--- src/rtl/retospect_pkg.sv ---
// rtl/retospect_pkg.sv - shared types and constants for the configuration-chain loader
package retospect_pkg;

    localparam int BYTE_W            = 8;
    localparam int CELL_BITS         = 19;
    localparam int CLOCKBOX_BITS     = 48;
    localparam int NUM_CELLS         = 25;
    localparam int CHAIN_LEN_DEFAULT = CLOCKBOX_BITS + NUM_CELLS * CELL_BITS;

    typedef enum logic [2:0] {
        ST_IDLE,
        ST_FETCH,
        ST_SHIFT,
        ST_DRAIN,
        ST_DONE
    } state_t;

endpackage

--- src/rtl/retospect_cfg_loader_if.sv ---
// rtl/retospect_cfg_loader_if.sv - config byte stream in, readback byte stream out
interface retospect_cfg_loader_if;
    import retospect_pkg::*;

    logic [BYTE_W-1:0] in_data;
    logic              in_valid;
    logic              in_ready;
    logic [BYTE_W-1:0] rd_data;
    logic              rd_valid;
    logic              rd_ready;

    modport master (
        output in_data,
        output in_valid,
        input  in_ready,
        input  rd_data,
        input  rd_valid,
        output rd_ready
    );

    modport slave (
        input  in_data,
        input  in_valid,
        output in_ready,
        output rd_data,
        output rd_valid,
        input  rd_ready
    );

endinterface

--- src/rtl/retospect_bit_packer.sv ---
// rtl/retospect_bit_packer.sv - LSB-first bit-to-byte deserialiser with hold-until-ready output and flush
module retospect_bit_packer
    import retospect_pkg::*;
(
    input  logic              clk,
    input  logic              rst_n,
    input  logic              clear,
    input  logic              bit_valid,
    input  logic              bit_in,
    input  logic              flush,
    output logic [BYTE_W-1:0] tdata,
    output logic              tvalid,
    input  logic              tready,
    output logic              stall,
    output logic              empty
);

    logic [BYTE_W-1:0] sreg;
    logic [2:0]        cnt;
    logic [BYTE_W-1:0] shifted;
    logic [3:0]        pad;

    // New bits enter at the top, so after k bits they sit in sreg[7:8-k].
    assign shifted = {bit_in, sreg[BYTE_W-1:1]};
    assign pad     = 4'd8 - {1'b0, cnt};
    // Holding byte still unclaimed: the eighth bit would have nowhere to go.
    assign stall   = tvalid && (cnt == 3'd7);
    assign empty   = (cnt == 3'd0);

    always_ff @(posedge clk or negedge rst_n) begin
        if (!rst_n) begin
            sreg   <= '0;
            cnt    <= '0;
            tdata  <= '0;
            tvalid <= 1'b0;
        end else if (clear) begin
            sreg   <= '0;
            cnt    <= '0;
            tdata  <= '0;
            tvalid <= 1'b0;
        end else begin
            if (tvalid && tready) begin
                tvalid <= 1'b0;
            end
            if (bit_valid) begin
                if (cnt == 3'd7) begin
                    tdata  <= shifted;
                    tvalid <= 1'b1;
                    sreg   <= '0;
                    cnt    <= '0;
                end else begin
                    sreg <= shifted;
                    cnt  <= cnt + 3'd1;
                end
            end else if (flush && !empty && !tvalid) begin
                tdata  <= sreg >> pad;
                tvalid <= 1'b1;
                sreg   <= '0;
                cnt    <= '0;
            end
        end
    end

endmodule

--- src/rtl/retospect_cfg_loader.sv ---
// rtl/retospect_cfg_loader.sv - streams config bytes LSB-first into the chain and packs the returning bits
module retospect_cfg_loader
    import retospect_pkg::*;
#(
    parameter int CHAIN_LEN = CHAIN_LEN_DEFAULT,
    parameter int CNT_W     = 10
) (
    input  logic                  clk,
    input  logic                  rst_n,
    input  logic                  start,
    input  logic                  abort,
    retospect_cfg_loader_if.slave bus,
    output logic                  cfg_en,
    output logic                  cfg_bs,
    input  logic                  cfg_ret,
    output logic                  busy,
    output logic                  done
);

    logic [1:0]        rst_sync;
    logic              rst_core_n;
    state_t            state;
    logic [CNT_W-1:0]  bit_cnt;
    logic [2:0]        byte_cnt;
    logic [BYTE_W-1:0] shreg;
    logic              rb_stall;
    logic              rb_empty;
    logic              rb_valid;
    logic [BYTE_W-1:0] rb_data;
    logic              shift_fire;
    logic              in_fire;
    logic              last_bit;
    logic              byte_end;

    // Reset asserts immediately but releases two edges later, so the core never sees a partial release.
    always_ff @(posedge clk or negedge rst_n) begin
        if (!rst_n) begin
            rst_sync <= 2'b00;
        end else begin
            rst_sync <= {rst_sync[0], 1'b1};
        end
    end
    assign rst_core_n = rst_sync[1];

    assign shift_fire   = (state == ST_SHIFT) && !rb_stall && !abort;
    assign cfg_en       = shift_fire;
    assign cfg_bs       = shift_fire & shreg[0];
    assign bus.in_ready = (state == ST_FETCH) && !abort;
    assign in_fire      = bus.in_ready && bus.in_valid;
    assign last_bit     = (bit_cnt == CNT_W'(CHAIN_LEN - 1));
    assign byte_end     = (byte_cnt == 3'd7);
    assign busy         = (state != ST_IDLE);
    assign done         = (state == ST_DONE) && !abort;
    assign bus.rd_data  = rb_data;
    assign bus.rd_valid = rb_valid;

    always_ff @(posedge clk or negedge rst_core_n) begin
        if (!rst_core_n) begin
            state    <= ST_IDLE;
            bit_cnt  <= '0;
            byte_cnt <= '0;
            shreg    <= '0;
        end else if (abort) begin
            state    <= ST_IDLE;
            bit_cnt  <= '0;
            byte_cnt <= '0;
            shreg    <= '0;
        end else begin
            case (state)
                ST_IDLE: begin
                    if (start) begin
                        state   <= ST_FETCH;
                        bit_cnt <= '0;
                    end
                end
                ST_FETCH: begin
                    if (in_fire) begin
                        shreg    <= bus.in_data;
                        byte_cnt <= '0;
                        state    <= ST_SHIFT;
                    end
                end
                ST_SHIFT: begin
                    // Leaving on the chain-length bit also drops the unused top bits of the last byte.
                    if (shift_fire) begin
                        shreg    <= {1'b0, shreg[BYTE_W-1:1]};
                        bit_cnt  <= bit_cnt + CNT_W'(1);
                        byte_cnt <= byte_cnt + 3'd1;
                        if (last_bit) begin
                            state <= ST_DRAIN;
                        end else if (byte_end) begin
                            state <= ST_FETCH;
                        end
                    end
                end
                ST_DRAIN: begin
                    if (!rb_valid && rb_empty) begin
                        state <= ST_DONE;
                    end
                end
                ST_DONE: begin
                    state <= ST_IDLE;
                end
                default: begin
                    state <= ST_IDLE;
                end
            endcase
        end
    end

    retospect_bit_packer u_packer (
        .clk       (clk),
        .rst_n     (rst_core_n),
        .clear     (abort),
        .bit_valid (shift_fire),
        .bit_in    (cfg_ret),
        .flush     (state == ST_DRAIN),
        .tdata     (rb_data),
        .tvalid    (rb_valid),
        .tready    (bus.rd_ready),
        .stall     (rb_stall),
        .empty     (rb_empty)
    );

endmodule

--- src/flat_wrapper.sv ---
// flat-port wrapper written by rule: the top's interface ports become plain ports
module retospect_cfg_loader_flat import retospect_pkg::*;
#(
    parameter int CHAIN_LEN = CHAIN_LEN_DEFAULT,
    parameter int CNT_W     = 10
)
  (clk, rst_n, start, abort, cfg_en, cfg_bs, cfg_ret, busy, done, bus_in_data, bus_in_valid, bus_in_ready, bus_rd_data, bus_rd_valid, bus_rd_ready);
  retospect_cfg_loader_if bus_i ();
  input  logic clk;
  input  logic rst_n;
  input  logic start;
  input  logic abort;
  output logic cfg_en;
  output logic cfg_bs;
  input  logic cfg_ret;
  output logic busy;
  output logic done;
  input wire logic [$bits(bus_i.in_data)-1:0] bus_in_data;
  input wire logic [$bits(bus_i.in_valid)-1:0] bus_in_valid;
  output wire logic [$bits(bus_i.in_ready)-1:0] bus_in_ready;
  output wire logic [$bits(bus_i.rd_data)-1:0] bus_rd_data;
  output wire logic [$bits(bus_i.rd_valid)-1:0] bus_rd_valid;
  input wire logic [$bits(bus_i.rd_ready)-1:0] bus_rd_ready;
  assign bus_i.in_data = bus_in_data;
  assign bus_i.in_valid = bus_in_valid;
  assign bus_in_ready = bus_i.in_ready;
  assign bus_rd_data = bus_i.rd_data;
  assign bus_rd_valid = bus_i.rd_valid;
  assign bus_i.rd_ready = bus_rd_ready;
  retospect_cfg_loader #(.CHAIN_LEN(CHAIN_LEN), .CNT_W(CNT_W)) u_core (.clk(clk), .rst_n(rst_n), .start(start), .abort(abort), .bus(bus_i), .cfg_en(cfg_en), .cfg_bs(cfg_bs), .cfg_ret(cfg_ret), .busy(busy), .done(done));
endmodule
--- config.mk ---
export PLATFORM = sky130hd
export DESIGN_NAME = retospect_cfg_loader_flat
export DESIGN_NICKNAME = d
export VERILOG_FILES = /design/src/rtl/retospect_pkg.sv /design/src/rtl/retospect_cfg_loader_if.sv /design/src/rtl/retospect_bit_packer.sv /design/src/rtl/retospect_cfg_loader.sv /design/src/flat_wrapper.sv
export SDC_FILE = /design/constraint.sdc
export NUM_CORES = 1
export LEC_CHECK = 0
export BUFFER_PORTS_ARGS = -buffer_cell sky130_fd_sc_hd__buf_2
export CAP_MARGIN = 10
export CORE_MARGIN = 2
export CORE_UTILIZATION = 30
export DETAILED_ROUTE_END_ITERATION = 10
export MAX_ROUTING_LAYER = met4
export PLACE_DENSITY_LB_ADDON = 0.3
export SYNTH_ARGS = -nofsm -noshare
export SYNTH_HDL_FRONTEND = slang
export SYNTH_SLANG_ARGS = --single-unit
--- constraint.sdc ---
create_clock -name clk -period 1.67 [get_ports clk]
set_clock_uncertainty 0.2 [all_clocks]
set_input_delay 0 -clock clk [delete_from_list [all_inputs] [get_ports clk]]
set_output_delay 0 -clock clk [all_outputs]
set_load 0.005 [all_outputs]
==> metrics.txt <==
status=finished with violations; failing checks=hold timing, setup timing; wire per inst=between 15 and 20 microns; r2r startpoint=u_core.u_packer.cnt[0]; Reg-to-Reg End=u_core.u_packer.tdata[4]; CP Class=reg2reg; VDD IR max=roughly 0.00064 V; final wirelength=roughly 7 mm; Clk pin slew, worst setup/hold paths=approximately 0.09 ns; fin crit share=1.248; startpoint types=flop; ant diodes=0; ys async rst share=1.000; Worst Slack Setup Final=-0.4142 ns; core area=a little over 8000 sq um; Req. time, crit path=1.67 ns; Root Buffer=clkbuf_8; largest net degree at the start of global routing=45; hold wc startpoint=abort; Critical Path Max Stage Delay=approximately 0.41 ns; share of cells above drive strength 1=0.4848; RSZ-0062 raised after global routing=true; Cell variety after synth=49; worst-path fanout max=8; Hold Crit Depth=4; Mean Syn Cell Area=~9.6 sq um; CTS tree=done; met3 Use GR=0.01552; GR Util All Layers=0.1724; fillers=763; met2 Use GR=0.2627; HP Class=in2reg; total CTS buffers=5; Pre-antenna DRT Iters=4; Placement Setup Slack=-0.5228 ns; fin nets=slightly below 400; CP arrival=2.09 ns; Yosys warnings=0; grt peak-use layer=met2; EDFF count, synth=0; Synth-to-Final Area Change=58.31%; Final Hold Viols=1; H-tree levels=2; r2r worst-path depth=8; crit end category=flop; Max-Cap Viols=0; setup violators final=45; post-route ant nets=0; GR Layer Usage met1=0.2425; max-slew violations=0; Seq/Total Area, Yosys=0.4497; Syn Nets=about 290; post-synthesis register bit count=46; Sink Count=46; Peak Freq=around 480 MHz; DR vias=roughly 2.4k; mapped cell area=around 2600 sq um; Worst R2R Setup Slack=-0.41 ns; chip width=just under 100 microns; commonest non-fill, non-tap cells in the layout=dfrtp_1 (44), buf_4 (40), buf_2 (26); Synth Flop Type=dfrtp_1; port bufs=28; most common cell after layout, fill and taps aside=dfrtp_1; initial antenna violation count=0; IO Pins=29; Post-DP HPWL=~4.5 mm; detail-routed via count per cell=between 5 and 6; CP Cell Sequence=buf_12 -> clkinv_8 -> ha_4 -> ha_4 -> nor4_4 -> o22ai_4 -> buf_12 -> a22o_1; 1st-iter DRT viols=124; grt ovf=0; Leak=roughly 0.0018 uW; Die Y=about 96 microns; Min Hold Slack=-0.007501 ns; Critical Path Start=u_core.u_packer.cnt[0]; Post-route DRC=0; CP max-delay cell=dfrtp_2; Post-Syn Instances=about 270; Hold Path Sink=u_core.bit_cnt[3]; pwr dens=between 1000 and 1500 nW/um^2; num rows=33; Least-Margin Pin Slew=around 0.61 ns; Buf/Inv on CP=3; vias in the first global route=roughly 2.4k; fin crit period=~2.1 ns; first-pass GRT wire length=around 12 mm; starting density of the core=0.3100; setup TNS=-12.72 ns; Top delay family on crit path=flip-flops; Clock Path Buffers=2; post-layout util=0.4908; Worst slew margin=0.5922; die area=9288 sq um; worst skew pair latency=approximately 0.3 ns; GPL Wtd Cong=~0.84
==> power breakdown <==
| group | switching [uW] | internal, uW | total, uW |
|---|---|---|---|
| sequential | 143 | 1280 | 1420 |
| combinational | 1130 | 1230 | 2360 |
| clock | 401 | 447 | 849 |
| total | 1670 | 2960 | 4630 |
==> cells in the mapped netlist, drive strengths merged, types with 2 or more instances <==
cell	count	share of area
nand4	2	0.0049
o22ai	2	0.0073
clkbuf	11	0.016
ha	8	0.039
nor4b	2	0.0068
nor3	11	0.023
mux2i	11	0.043
a31oi	7	0.017
nand3b	2	0.0059
nand3	4	0.0078
buf	7	0.026
nor2	25	0.037
nor3b	2	0.0059
clkinv	2	0.0078
or3	2	0.0049
dfrtp	46	0.45
inv	9	0.013
o31ai	2	0.0059
o41ai	4	0.014
a22o	15	0.051
o21ai	21	0.041
o311a	2	0.0078
nor2b	2	0.0049
a21oi	15	0.029
a211oi	3	0.0088
a22oi	7	0.021
nand2b	4	0.013
nand2	21	0.031
and3	2	0.0049
==> through the flow <==
stage	instance area, sq um	total power, uW	instances
2_1_floorplan	2719	2513	266
3_3_place_gp	3262	3097	432
3_5_place_dp	3262	3116	432
4_1_cts	3985	4566	469
5_1_grt	4053	4907	468
6_report	4053	4628	468
==> how the worst max path moves through the flow <==
stage	endpoint	slack (ns)	cells past startpoint
4_1_cts	u_core.u_packer.tdata[1]	-0.43	8
3_5_place_dp	u_core.u_packer.cnt[0]	-0.52	6
3_3_place_gp	u_core.u_packer.cnt[0]	-0.47	6
2_1_floorplan	u_core.u_packer.tdata[4]	-0.49	9
6_report	u_core.u_packer.tdata[4]	-0.41	8
5_1_grt	u_core.u_packer.tdata[1]	-0.50	8
==> layer usage <==
metal	up-vias	wire length (microns)
met5	-	0
met4	0	70
met3	5	240
met2	50	3327
met1	1206	3448
li1	1175	-
==> final cells by class <==
cell class,count,area (sq um),share of cell area
multi-input combinational,191,1620,0.3998
sequential,46,1154,0.2847
timing repair buffer,107,970.9,0.2396
tap,105,131.4,0.03242
clock buffer,6,72.57,0.01791
inverter,11,66.31,0.01636
clock inverter,2,37.54,0.009262
==> state kept, by name, summed over array words and instances (netlist names) <==
| name | count |
|---|---|
| u_core.byte_cnt | 3 |
| u_core.shreg | 8 |
| u_core.u_packer.tdata | 8 |
| u_core.rst_sync | 2 |
| u_core.u_packer.sreg | 8 |
| u_core.u_packer.tvalid | 1 |
| u_core.bit_cnt | 10 |
| u_core.state | 3 |
| u_core.u_packer.cnt | 3 |
==> worst min-delay path, delay by kind of cell <==
| family | cells | cell delay (ns) |
|---|---|---|
| buffers and inverters | 2 | 0.24 |
| AO/OA/AOI/OAI | 1 | 0.08 |
| AND/OR/NAND/NOR | 1 | 0.14 |
==> cells by family (layout without fill, tap and decap cells) <==
family          after synthesis  after routing  synth area share
flops                        46             46            0.4497
simple gates                 85             85            0.1686
mux                          13             13           0.05621
fa+ha+maj                     8              8           0.03910
buf+inv                      29            126           0.06305
compound gates               84             84            0.2219
other cells                   1              1          0.001465
==> what timing repair did <==
action,CTS,global route
gates resized for setup,85,20
hold buffers,14,0
setup buffers,11,2
endpoints found under the setup margin,45,47
cloned,4,0
pin swaps,37,7
hold endpoints to repair,16,0
(Power assumes the default switching activity.)
